--- src/rtl/trace_pkg.sv ---
// Shared types and constants for the CPU trace emitter.
// Build option: TRACE_PAD_EN adds the cosmetic spaces after ':', after the
// register digit and after '='. When it is undefined those spaces are skipped.
package trace_pkg;

  typedef enum logic [4:0] {
    ST_IDLE,
    ST_CONV,
    ST_CARET,
    ST_TIME,
    ST_AT,
    ST_PC,
    ST_COLON,
    ST_SP_A,
    ST_DOLLAR,
    ST_STAR,
    ST_REG,
    ST_SP_B,
    ST_ADDR,
    ST_LT,
    ST_EQ,
    ST_SP_C,
    ST_DATA,
    ST_HASH
  } state_t;

  localparam logic [7:0] CH_CARET  = 8'h5E;
  localparam logic [7:0] CH_AT     = 8'h40;
  localparam logic [7:0] CH_COLON  = 8'h3A;
  localparam logic [7:0] CH_DOLLAR = 8'h24;
  localparam logic [7:0] CH_STAR   = 8'h2A;
  localparam logic [7:0] CH_LT     = 8'h3C;
  localparam logic [7:0] CH_EQ     = 8'h3D;
  localparam logic [7:0] CH_HASH   = 8'h23;
  localparam logic [7:0] CH_SP     = 8'h20;
  localparam logic [7:0] CH_ZERO   = 8'h30;

`ifdef TRACE_PAD_EN
  localparam bit PAD_EN = 1'b1;
`else
  localparam bit PAD_EN = 1'b0;
`endif

  // Nibble to lowercase ASCII hex digit ('a' = 0x57 + 10).
  function automatic logic [7:0] hex_char(input logic [3:0] nib);
    if (nib < 4'd10) begin
      hex_char = CH_ZERO + {4'h0, nib};
    end else begin
      hex_char = 8'h57 + {4'h0, nib};
    end
  endfunction

endpackage

--- src/rtl/trace_bin2bcd.sv ---
// Iterative double-dabble converter: W-bit binary to four BCD digits.
// done pulses exactly W cycles after start is sampled; bcd then holds until
// the next start.
module trace_bin2bcd #(
  parameter int W = 14
) (
  input  logic         clk,
  input  logic         reset,
  input  logic         start,
  input  logic [W-1:0] bin,
  output logic [15:0]  bcd,
  output logic         done
);
  import trace_pkg::*;

  localparam int CW = $clog2(W + 1);

  logic [W-1:0]  bin_reg;
  logic [15:0]   bcd_reg;
  logic [15:0]   bcd_adj;
  logic [CW-1:0] cnt_reg;
  logic          busy_reg;
  logic          done_reg;

  // Add-3 correction on every digit that is 5 or more, ahead of each shift.
  for (genvar gi = 0; gi < 4; gi++) begin : g_adj
    assign bcd_adj[gi*4 +: 4] = (bcd_reg[gi*4 +: 4] >= 4'd5) ?
                                (bcd_reg[gi*4 +: 4] + 4'd3) : bcd_reg[gi*4 +: 4];
  end

  // Load on start, then one correct-and-shift step per cycle for W cycles.
  always_ff @(posedge clk) begin
    if (reset) begin
      bin_reg  <= '0;
      bcd_reg  <= '0;
      cnt_reg  <= '0;
      busy_reg <= 1'b0;
      done_reg <= 1'b0;
    end else begin
      done_reg <= 1'b0;
      if (start) begin
        bin_reg  <= bin;
        bcd_reg  <= '0;
        cnt_reg  <= CW'(W);
        busy_reg <= 1'b1;
      end else if (busy_reg) begin
        {bcd_reg, bin_reg} <= {bcd_adj, bin_reg} << 1;
        cnt_reg <= cnt_reg - 1'b1;
        if (cnt_reg == CW'(1)) begin
          busy_reg <= 1'b0;
          done_reg <= 1'b1;
        end
      end
    end
  end

  assign bcd  = bcd_reg;
  assign done = done_reg;

endmodule

--- src/rtl/cpu_trace_emitter.sv ---
// Serializes one CPU write-back event into an ASCII trace line, one character
// per accepted out beat. Build option: TRACE_PAD_EN (see trace_pkg).
module cpu_trace_emitter #(
  parameter int TIME_W   = 14,
  parameter int TIME_MAX = 9999
) (
  input  logic              clk,
  input  logic              reset,
  input  logic              req_valid,
  output logic              req_ready,
  input  logic              req_mem,
  input  logic [TIME_W-1:0] req_time,
  input  logic [31:0]       req_pc,
  input  logic [3:0]        req_reg,
  input  logic [31:0]       req_addr,
  input  logic [31:0]       req_data,
  output logic [7:0]        out_char,
  output logic              out_valid,
  input  logic              out_ready,
  output logic              err_pulse
);
  import trace_pkg::*;

  state_t      state_reg, state_next;
  logic [1:0]  digit_reg, digit_next;
  logic [2:0]  nib_reg, nib_next;
  logic        mem_reg;
  logic [31:0] pc_reg, addr_reg, data_reg;
  logic [3:0]  reg_reg;
  logic        err_reg;
  logic        start, illegal;

  logic [TIME_W-1:0] time_sat;
  logic [15:0]       bcd_val;
  logic              conv_done;
  logic [31:0]       hex_field, hex_shift;
  logic [15:0]       dig_shift;

  assign time_sat = (req_time > TIME_W'(TIME_MAX)) ? TIME_W'(TIME_MAX) : req_time;

  trace_bin2bcd #(.W(TIME_W)) u_bcd (
    .clk   (clk),
    .reset (reset),
    .start (start),
    .bin   (time_sat),
    .bcd   (bcd_val),
    .done  (conv_done)
  );

  // Index of the most significant non-zero decimal digit (0 when value is 0).
  function automatic logic [1:0] lead_digit(input logic [15:0] b);
    if (b[15:12] != 4'd0)     lead_digit = 2'd3;
    else if (b[11:8] != 4'd0) lead_digit = 2'd2;
    else if (b[7:4] != 4'd0)  lead_digit = 2'd1;
    else                      lead_digit = 2'd0;
  endfunction

  // nib_reg = 0 addresses the most significant nibble.
  assign hex_field = (state_reg == ST_PC)   ? pc_reg :
                     (state_reg == ST_ADDR) ? addr_reg : data_reg;
  assign hex_shift = hex_field >> {~nib_reg, 2'b00};
  assign dig_shift = bcd_val >> {digit_reg, 2'b00};

  // Next-state, counters and the character presented in each state.
  always_comb begin
    state_next = state_reg;
    digit_next = digit_reg;
    nib_next   = nib_reg;
    out_valid  = 1'b0;
    out_char   = 8'h00;
    req_ready  = 1'b0;
    start      = 1'b0;
    illegal    = 1'b0;
    unique case (state_reg)
      ST_IDLE: begin
        req_ready = 1'b1;
        if (req_valid) begin
          if (!req_mem && (req_reg > 4'd9)) begin
            illegal = 1'b1;
          end else begin
            start      = 1'b1;
            state_next = ST_CONV;
          end
        end
      end
      ST_CONV: begin
        if (conv_done) state_next = ST_CARET;
      end
      ST_CARET: begin
        out_valid = 1'b1;
        out_char  = CH_CARET;
        if (out_ready) begin
          state_next = ST_TIME;
          digit_next = lead_digit(bcd_val);
        end
      end
      ST_TIME: begin
        out_valid = 1'b1;
        out_char  = CH_ZERO + {4'h0, dig_shift[3:0]};
        if (out_ready) begin
          if (digit_reg == 2'd0) state_next = ST_AT;
          else                   digit_next = digit_reg - 2'd1;
        end
      end
      ST_AT: begin
        out_valid = 1'b1;
        out_char  = CH_AT;
        if (out_ready) state_next = ST_PC;
      end
      ST_PC, ST_ADDR, ST_DATA: begin
        out_valid = 1'b1;
        out_char  = hex_char(hex_shift[3:0]);
        if (out_ready) begin
          nib_next = nib_reg + 3'd1;
          if (nib_reg == 3'd7) begin
            if (state_reg == ST_PC)        state_next = ST_COLON;
            else if (state_reg == ST_ADDR) state_next = ST_LT;
            else                           state_next = ST_HASH;
          end
        end
      end
      ST_COLON: begin
        out_valid = 1'b1;
        out_char  = CH_COLON;
        if (out_ready) state_next = PAD_EN ? ST_SP_A : (mem_reg ? ST_STAR : ST_DOLLAR);
      end
      ST_SP_A: begin
        out_valid = 1'b1;
        out_char  = CH_SP;
        if (out_ready) state_next = mem_reg ? ST_STAR : ST_DOLLAR;
      end
      ST_DOLLAR: begin
        out_valid = 1'b1;
        out_char  = CH_DOLLAR;
        if (out_ready) state_next = ST_REG;
      end
      ST_STAR: begin
        out_valid = 1'b1;
        out_char  = CH_STAR;
        if (out_ready) state_next = ST_ADDR;
      end
      ST_REG: begin
        out_valid = 1'b1;
        out_char  = CH_ZERO + {4'h0, reg_reg};
        if (out_ready) state_next = PAD_EN ? ST_SP_B : ST_LT;
      end
      ST_SP_B: begin
        out_valid = 1'b1;
        out_char  = CH_SP;
        if (out_ready) state_next = ST_LT;
      end
      ST_LT: begin
        out_valid = 1'b1;
        out_char  = CH_LT;
        if (out_ready) state_next = ST_EQ;
      end
      ST_EQ: begin
        out_valid = 1'b1;
        out_char  = CH_EQ;
        if (out_ready) state_next = PAD_EN ? ST_SP_C : ST_DATA;
      end
      ST_SP_C: begin
        out_valid = 1'b1;
        out_char  = CH_SP;
        if (out_ready) state_next = ST_DATA;
      end
      ST_HASH: begin
        out_valid = 1'b1;
        out_char  = CH_HASH;
        if (out_ready) state_next = ST_IDLE;
      end
      default: state_next = ST_IDLE;
    endcase
  end

  // State, counters, captured request fields and the error pulse.
  always_ff @(posedge clk) begin
    if (reset) begin
      state_reg <= ST_IDLE;
      digit_reg <= 2'd0;
      nib_reg   <= 3'd0;
      mem_reg   <= 1'b0;
      pc_reg    <= '0;
      addr_reg  <= '0;
      data_reg  <= '0;
      reg_reg   <= '0;
      err_reg   <= 1'b0;
    end else begin
      state_reg <= state_next;
      digit_reg <= digit_next;
      nib_reg   <= nib_next;
      err_reg   <= illegal;
      if (start) begin
        mem_reg  <= req_mem;
        pc_reg   <= req_pc;
        addr_reg <= req_addr;
        data_reg <= req_data;
        reg_reg  <= req_reg;
      end
    end
  end

  assign err_pulse = err_reg;

endmodule
--- config.mk ---
export PLATFORM = sky130hd
export DESIGN_NAME = cpu_trace_emitter
export DESIGN_NICKNAME = d
export VERILOG_FILES = /design/src/rtl/trace_pkg.sv /design/src/rtl/trace_bin2bcd.sv /design/src/rtl/cpu_trace_emitter.sv
export SDC_FILE = /design/constraint.sdc
export NUM_CORES = 1
export LEC_CHECK = 0
export CAP_MARGIN = 20
export CORE_MARGIN = 2
export CORE_UTILIZATION = 49
export DETAILED_ROUTE_END_ITERATION = 8
export GPL_ROUTABILITY_DRIVEN = 0
export PLACE_DENSITY = 0.77
export SYNTH_ARGS = -nofsm -noshare
export SYNTH_HDL_FRONTEND = slang
export SYNTH_HIERARCHICAL = 1
export SYNTH_SLANG_ARGS = --single-unit
--- constraint.sdc ---
create_clock -name clk -period 2.7 [get_ports clk]
set_clock_uncertainty 0.1 [all_clocks]
set_input_delay 0.27 -clock clk [delete_from_list [all_inputs] [get_ports clk]]
set_output_delay 0.27 -clock clk [all_outputs]
set_load 0.02 [all_outputs]
# Word level (Yosys, flattened, before mapping)
# Index checks and enable logic that the tools add are counted.
[totals] reg_bits=148 input_bits=119 output_inout_bits=11 elab_cells=146
[classes] add_sub_neg=11 n_lt_le_gt_ge=7 n_eq_ne=36 n_shift=2 mux=50 bitwise=4 n_reduce_logical=21
[op_table] op="8-bit one-hot mux with 12 select lines" count=1
[op_table] op="5-bit two-way mux" count=18
[op_table] op="5-bit one-hot mux with 13 select lines" count=1
[op_table] op="32-bit two-way mux" count=2
[op_table] op="14-bit two-way mux" count=3
[op_table] op="5-bit by 4-bit == test with 1-bit output (second input constant)" count=8
[op_table] op="32-bit by 5-bit right shift with 4-bit output" count=1
[op_table] op="2-bit inequality test (second input constant)" count=13
[op_table] op="6-bit by 4-bit adder with 7-bit output (first input constant)" count=3
[op_table] op="5-bit by 3-bit == test with 1-bit output (second input constant)" count=4
[op_table] op="4-bit two-way mux" count=5
[op_table] op="4-bit by 3-bit >= comparator with 1-bit output (second input constant)" count=4
[op_table] op="16-bit AND reduction" count=1
[op_table] op="16-bit OR reduction" count=1
[op_table] op="16-bit by 4-bit right shift with 4-bit output" count=1
[op_table] op="14-bit greater-than comparator (second input constant)" count=1
[op_table] op="4-bit by 2-bit adder with 4-bit output (second input constant)" count=3
[op_table] op="1-bit two-way mux" count=12
[op_table] op="4-bit nonzero test" count=3
[op_table] op="3-bit OR reduction" count=4
[op_table] op="5-bit by 2-bit == test with 1-bit output (second input constant)" count=2
[op_table] op="5-bit == test (second input constant)" count=2
[op_table] op="2-bit two-way mux" count=5
[op_table] op="7-bit by 4-bit adder with 8-bit output (first input constant)" count=1
[op_table] op="other kinds (23)" count=32

# Depth between registers and ports, before layout
# Gate-level depths: netlist of run 1.
[depth] depth_word=7 mapped_depth=14 ltp_nobuf=10

# Modules after synthesis
# The synthesis of run 1 kept the hierarchy.
[modules_own_cells] module="cpu_trace_emitter" instances=1 cells_per_inst=799 area_per_inst_um2=5844.4 seq_area_each_um2=2242.2
[modules_own_cells] module="trace_bin2bcd" instances=1 cells_per_inst=234 area_per_inst_um2=1953.1 seq_area_each_um2=720.7

# Worst setup path after synthesis of run 1
# OpenSTA, ideal clock, no wires.
[synth_timing] path_type="register to output" start="reg state_reg[1]" end="out out_char[1]" t_arrival_ns=2.607 required_time_ns=2.330 setup_slack_ns=-0.277 stages_incl_launch_ff=13 path_buffers=2 path_cell_list="dfxtp_1 > buf_4 > or3b_1 > nor2_1 > buf_4 > a211oi_1 > o311a_1 > nor4_2 > inv_2 > ha_1 > inv_1 > o21ai_1 > o21ai_1"
[synth_via] elab_chain_cells=7 elab_cells_between_ends=26 cone_classes="2 x add/sub; 1 x order compare; 16 x eq/ne; 1 x shift; 4 x mux; 2 x reduce/logical"
[synth_lines] element="start: declaration" line="cpu_trace_emitter.sv:24" rtl="state_t state_reg, state_next;"
[synth_lines] element="start signal: assignment" line="cpu_trace_emitter.sv:189" rtl="state_reg <= state_next;"
[synth_lines] element="5-bit by 4-bit == test with 1-bit output" line="cpu_trace_emitter.sv:60, cpu_trace_emitter.sv:74"
[synth_lines] element="32-bit two-way mux" line="cpu_trace_emitter.sv:60" rtl="(state_reg == ST_ADDR) ? addr_reg : data_reg;"
[synth_lines] element="32-bit two-way mux" line="cpu_trace_emitter.sv:59" rtl="assign hex_field = (state_reg == ST_PC) ? pc_reg :"
[synth_lines] element="32-bit by 5-bit right shift with 4-bit output" line="cpu_trace_emitter.sv:61" rtl="assign hex_shift = hex_field >> {~nib_reg, 2'b00};"
[synth_lines] element="7-bit by 4-bit adder with 8-bit output (tied with other cells)" line="trace_pkg.sv:49" rtl="hex_char = 8'h57 + {4'h0, nib};"
[synth_lines] element="8-bit two-way mux" line="trace_pkg.sv:46" rtl="if (nib < 4'd10) begin"
[synth_lines] element="8-bit one-hot mux with 12 select lines *" line="cpu_trace_emitter.sv:74" rtl="unique case (state_reg)"
[synth_lines] element="end: declaration" line="cpu_trace_emitter.sv:17" rtl="output logic [7:0] out_char,"
# Every way passes the cells marked *; elsewhere a longest branch is shown, timed or not.

# Worst setup path after layout of run 1
[layout_timing] start="reg state_reg[1]" end="out out_char[2]"
# Same word-level chain as after synthesis.

==> out/results.ini, run 1 <==
[status]
status=finished, violations left
violations=setup timing

[timing]
hold_violations=0
period_minus_slack_ns=3.35
drv_slew=0
worst_pin_slew_ns=0.601
period_share_pct=124
hold_ws_ns=0.0982
setup_viol=6
final.setup.worst_slack_ns=-0.646
rsz0062_at_grt=true
slew_headroom_pct=59.9
max_freq_mhz=299

[global_route]
grt_max_degree=101
grt_pass1_wl_um=35500
grt_pass1_vias=7183
antenna_found_initial=0
overflow=0
grt_usage_pct=26.8

[placement]
hpwl_um=16000
pre_cts_slack_ns=-0.576
placement.io_buffers=128

[clock_tree]
cts_hold_buffers=0
clkTransAtPathRegs_ns=0.06
ctsRootBufferMaster=clkbuf_16
h-tree-depth=4
clockBufferDepth=2
numCtsBuffers=17
cts_num_sinks=148
cts_tree=yes
clock_latency_ns=0.43

[job]
drv_cap=0

[setup_path]
crit_path_frequent_cell=o211ai_1
crit_fanout=6
cpMaxStageDelayCell=or3b_4
cp_cell_sequence=or3b_4, nor2_4, buf_12, buf_8, buf_6, a211oi_1, o2111a_1, nor4_4, inv_2, ha_4, inv_1, o211ai_1, o211ai_1, buf_4
cp.arrival_ns=2.98
cp-start-kind=flip-flop
slowest_delay_ns=0.43
cp.required_ns=2.33
critPathCaptureType=output pin
path_class=reg2out

[yosys]
synth_area_sq_um=7800
synth_area_leaders=dfxtp_1 (38%), nand2_1 (13%), a21oi_1 (9.4%)
ys_async_sr_fraction_pct=0
synth_edf_count=0
synth-warning-count=6
ys_seq_area_share_pct=38.0
synth_top_area_share_pct=38.0
yosysTopAreaCell=dfxtp_1
ys_types=76
ys_ff_latch=148
syn_area_per_cell_sq_um=7.55
synthesis.nets=1166
synthFlopType=dfxtp_1
postSynthCellCount=1033

[detailed_routing]
avgViaCountPerCell=5.68
wire_per_inst_um=16.4
ant_nets=0
drt_pass1_iterations=5
route.detailed.drc=0
drt_iter0_drc=711
routed_wl_um=22900
num_vias=7918

[finish]
area.growth.synth_to_final_pct=34.5
final_common_cell=nand2_1
nets=1298
drive_gt1_share_pct=15.5
antennaDiodeCount=0
nFillCells=1283
final_cell_mix=nand2_1 (259), a21oi_1 (147), dfxtp_1 (144)

[power]
p_leak_nw=3.82
irDropWorstVdd_mv=0.546
power_density_nw_per_um2=831

[floorplanning]
die_width_um=130
dieArea_sq_um=16900
start_util_pct=49.6
die_h_um=130
ios=130
core_area_sq_um=15700
fp-row-count=46

[hold_path]
hp-class=in2reg

==> worst paths after layout <==
| path | startpoint | to | slack [ns] | cells past startpoint |
|---|---|---|---|---|
| max | state_reg[1] | out_char[2] | -0.65 | 14 |
| min | reset | u_bcd/bin_reg[0] | 0.1 | 2 |
| max reg2reg | state_reg[4] | state_reg[1] | 0.07 | 10 |
| min reg2reg | data_reg[4] | data_reg[4] | 0.36 | 2 |
==> cell families after synthesis <==
kind of cell | Yosys count | share of synthesized area (%)
buffers and inverters | 113 | 6.45
multiplexers | 24 | 4.00
adder cells (fa/ha/maj) | 14 | 2.25
flip-flops | 148 | 38.0
AND/OR/NAND/NOR | 452 | 26.8
AO/OA/AOI/OAI | 276 | 21.9
XOR/XNOR | 5 | 0.562
other | 1 | 0.0481
==> metal layers <==
layer | wire length (um) | global-route usage [%] | part of all wire, % | up-vias
met4 | 677 | 9.11 | 3.0 | 0
met5 | 0 | 0 | 0 | -
li1 | - | - | - | 3866
met1 | 9730 | 34.5 | 42 | 3661
met3 | 1710 | 5.58 | 7.5 | 59
met2 | 10800 | 44.9 | 47 | 332
==> cell usage after synthesis, types with 5 or more instances <==
master    count
clkbuf_1     50
dfxtp_1     148
inv_1        22
ha_1         14
nand3_1      40
buf_2        30
nor2_1       37
nand2b_1     18
and3_1       18
or3_1         9
nand2_1     261
nand3b_1      6
mux2_2       14
nand4_1      17
o211ai_1     12
a31oi_1       9
buf_4         5
and2_1        5
o21ai_0      35
nor2b_1      14
mux2i_1       5
a2111o_1      6
a21oi_1     147
==> critical path, delay by kind of cell, from the launching register on <==
family | cells | cell delay, ns
buffers and inverters | 6 | 0.68
and+or+nand+nor | 3 | 0.79
AOI/OAI and AO/OA | 4 | 0.58
adders and majority gates | 1 | 0.17
DFF | 1 | 0.34
==> where the power goes <==
| group | leakage, nW | internal [mW] | total [mW] | switching (mW) |
|---|---|---|---|---|
| Clock | 0.311 | 1.68 | 2.62 | 0.938 |
| Combinational | 2.30 | 1.32 | 3.16 | 1.84 |
| Sequential | 1.21 | 2.60 | 2.94 | 0.344 |
==> metrics by stage <==
stage               power, mW  util, %  instance area [sq um]  instances  setup TNS [ns]
floorplan                4.89        -                   7860       1033       -0.000601
global placement         5.86     60.5                   9510       1351           -2.91
detailed placement       5.92     60.5                   9510       1351           -3.15
CTS                      8.64     65.9                  10400       1390           -3.38
global route             9.19     66.8                  10500       1394           -4.19
finish                   8.72     66.8                  10500       1394           -3.26
==> cell type report <==
class	count	area, sq um	area share (%)
repair buffers	201	1950	18.6
well taps	216	270	2.58
multi-input cells	772	4540	43.3
clock inverters	13	204	1.94
flip-flops and latches	148	2970	28.3
clock buffers	19	453	4.32
inverters	25	98.8	0.942
==> timing repair <==
| item | CTS | global route |
|---|---|---|
| gates resized for setup | 62 | 22 |
| buffers inserted | 6 | 4 |
| gates cloned | 1 | 0 |
| pin swaps | 17 | 9 |
| endpoints found under the setup margin | 21 | 35 |
Note: power is estimated with default switching activity, not from simulation.
==> inputs of run 2 (changes only) <==
CORE_MARGIN = not set   (was 2)
==> out/results.ini, run 2 (synthesis gave the netlist of run 1 again) <==
[detailed_routing]
avgViaCountPerCell=5.73  ; +0.94%
num_vias=7975  ; +0.72%
wire_per_inst_um=16.6  ; +0.95%
route.detailed.drc=0  ; unchanged
drt_iter0_drc=695  ; -2.3%
ant_nets=0  ; unchanged
routed_wl_um=23100  ; +0.73%
drt_pass1_iterations=6  ; +1

[global_route]
grt_pass1_wl_um=36300  ; +2.1%
grt_max_degree=114  ; +13%
overflow=0  ; unchanged
grt_usage_pct=28.5  ; +1.7 points
antenna_found_initial=0  ; unchanged
grt_pass1_vias=7197  ; +0.19%

[finish]
instances_no_fill=1391  ; -0.22%
area.growth.synth_to_final_pct=34.0
nets=1300  ; +0.15%
final_cell_mix=nand2_1 (261), a21oi_1 (146), dfxtp_1 (143)
final_common_cell=nand2_1
antennaDiodeCount=0  ; unchanged
drive_gt1_share_pct=15.3  ; -0.20 points

[power]
finalPower_mw=8.71  ; -0.16%
p_leak_nw=3.83  ; +0.22%
irDropWorstVdd_mv=0.565  ; +3.6%
power_density_nw_per_um2=834  ; +0.25%

[clock_tree]
numCtsBuffers=17  ; unchanged
h-tree-depth=4  ; unchanged
clockBufferDepth=2  ; unchanged
cts_num_sinks=148  ; unchanged
ctsRootBufferMaster=clkbuf_16
cts_tree=yes
clkTransAtPathRegs_ns=0.06  ; about the same
clock_latency_ns=0.43  ; about the same

[status]
status=finished, violations left
violations=setup timing

[setup_path]
path_class=reg2out
cp.required_ns=2.33  ; about the same
critPathCaptureType=output pin
crit_path_frequent_cell=buf_4
crit_family=compound AO/OA/AOI/OAI gates
cp_cell_sequence=or3b_4, buf_6, o21a_1, o41ai_2, o22ai_2, a211o_1, buf_4, nand3_1, o211ai_1, buf_4
crit_fanout=13  ; +7
path_buf_inv=3  ; -3
cpMaxStageDelayCell=or3b_4
cp.arrival_ns=2.97  ; about the same
cp-start-kind=flip-flop
slowest_delay_ns=0.43  ; about the same

[floorplanning]
ios=130  ; unchanged
core_area_sq_um=15400  ; -2.2%
start_util_pct=50.7  ; +1.1 points
die_h_um=128  ; -1.5%
die_width_um=128  ; -1.5%
dieArea_sq_um=16400  ; -3.1%
fp-row-count=45  ; -2.2%

[timing]
setup_viol=6  ; unchanged
rsz0062_at_grt=true
worst_pin_slew_ns=0.967  ; +0.366 ns
slew_headroom_pct=35.5  ; -24 points
final.setup.worst_slack_ns=-0.639  ; +0.00651 ns
hold_violations=0  ; unchanged
hold_ws_ns=0.0640  ; -0.0342 ns
period_share_pct=124  ; -0.24 points
drv_slew=0  ; unchanged
max_freq_mhz=299  ; +0.20%
period_minus_slack_ns=3.34  ; -0.00651 ns

[placement]
hpwl_um=16000  ; about the same
dp_cells=1345  ; -0.44%
placement.io_buffers=128  ; unchanged

[hold_path]
hp-class=in2reg

[job]
drv_cap=0  ; unchanged

run 2: changes by cell type in the layout (fill, tap and decap cells not counted), sizes merged:
cell	delta
clkinvlp	-4
clkinv	+3
buf	+2
bufbuf	-1
clkdlybuf4s50	+1
dlymetal6s2s	-1
inv	+1
nor2	+1
run 2: area by class of cell:
type / instances / area (sq um)
clock buffer: 19 / 453
clock inverter: 13 / 204
fill: 1239 / 4930
inverter: 25 / 95.1
multi-input combinational: 773 / 4520
sequential: 148 / 2970
tap: 211 / 264
timing repair buffer: 202 / 1940
run 2: through the flow:
step / worst slack [ns] / util [%] / cell area (sq um) / TNS [ns]
2_1_floorplan: -0.000601 / - / 7860 / -0.000601
3_3_place_gp: -0.629 / 61.9 / 9510 / -3.35
3_5_place_dp: -0.633 / 61.9 / 9510 / -3.47
4_1_cts: -0.587 / 67.0 / 10300 / -3.00
5_1_grt: -0.696 / 68.0 / 10400 / -3.85
6_report: -0.639 / 68.0 / 10400 / -3.44
run 2: worst register-to-register path, delay by kind of cell, from the launching register on:
kind | cells | cell delay [ns]
AOI/OAI and AO/OA | 5 | 1.03
buffers and inverters | 4 | 0.59
DFF | 1 | 0.34
and+or+nand+nor | 2 | 0.43
run 2: per-layer routing:
metal | share of wire [%] | up-vias | track usage (%)
met5 | 0 | - | 0
met4 | 2.5 | 0 | 9.83
met3 | 7.7 | 49 | 5.97
met2 | 48 | 337 | 46.8
met1 | 42 | 3718 | 37.0
li1 | - | 3871 | -
run 2: report_power, final:
| group | switching (mW) | internal [mW] |
|---|---|---|
| clock | 0.948 | 1.69 |
| combinational | 1.82 | 1.31 |
| sequential | 0.348 | 2.60 |
run 2: repair_timing:
action / CTS / global route
hold endpoints to repair: 0 / 0
pin swaps: 13 / 5
cloned: 1 / 0
hold buffers: 0 / 0
setup buffers: 5 / 7
gates resized for setup: 59 / 12
setup endpoints to repair: 7 / 9
run 2: worst paths after layout:
check | from | to | slack [ns] | cells after the start
setup / recovery | state_reg[2] | out_char[2] | -0.64 | 10
hold / removal | reset | u_bcd/cnt_reg[3] | 0.06 | 2
setup reg to reg | state_reg[0] | state_reg[1] | 0.11 | 11
hold reg to reg | reg_reg[2] | reg_reg[2] | 0.36 | 2
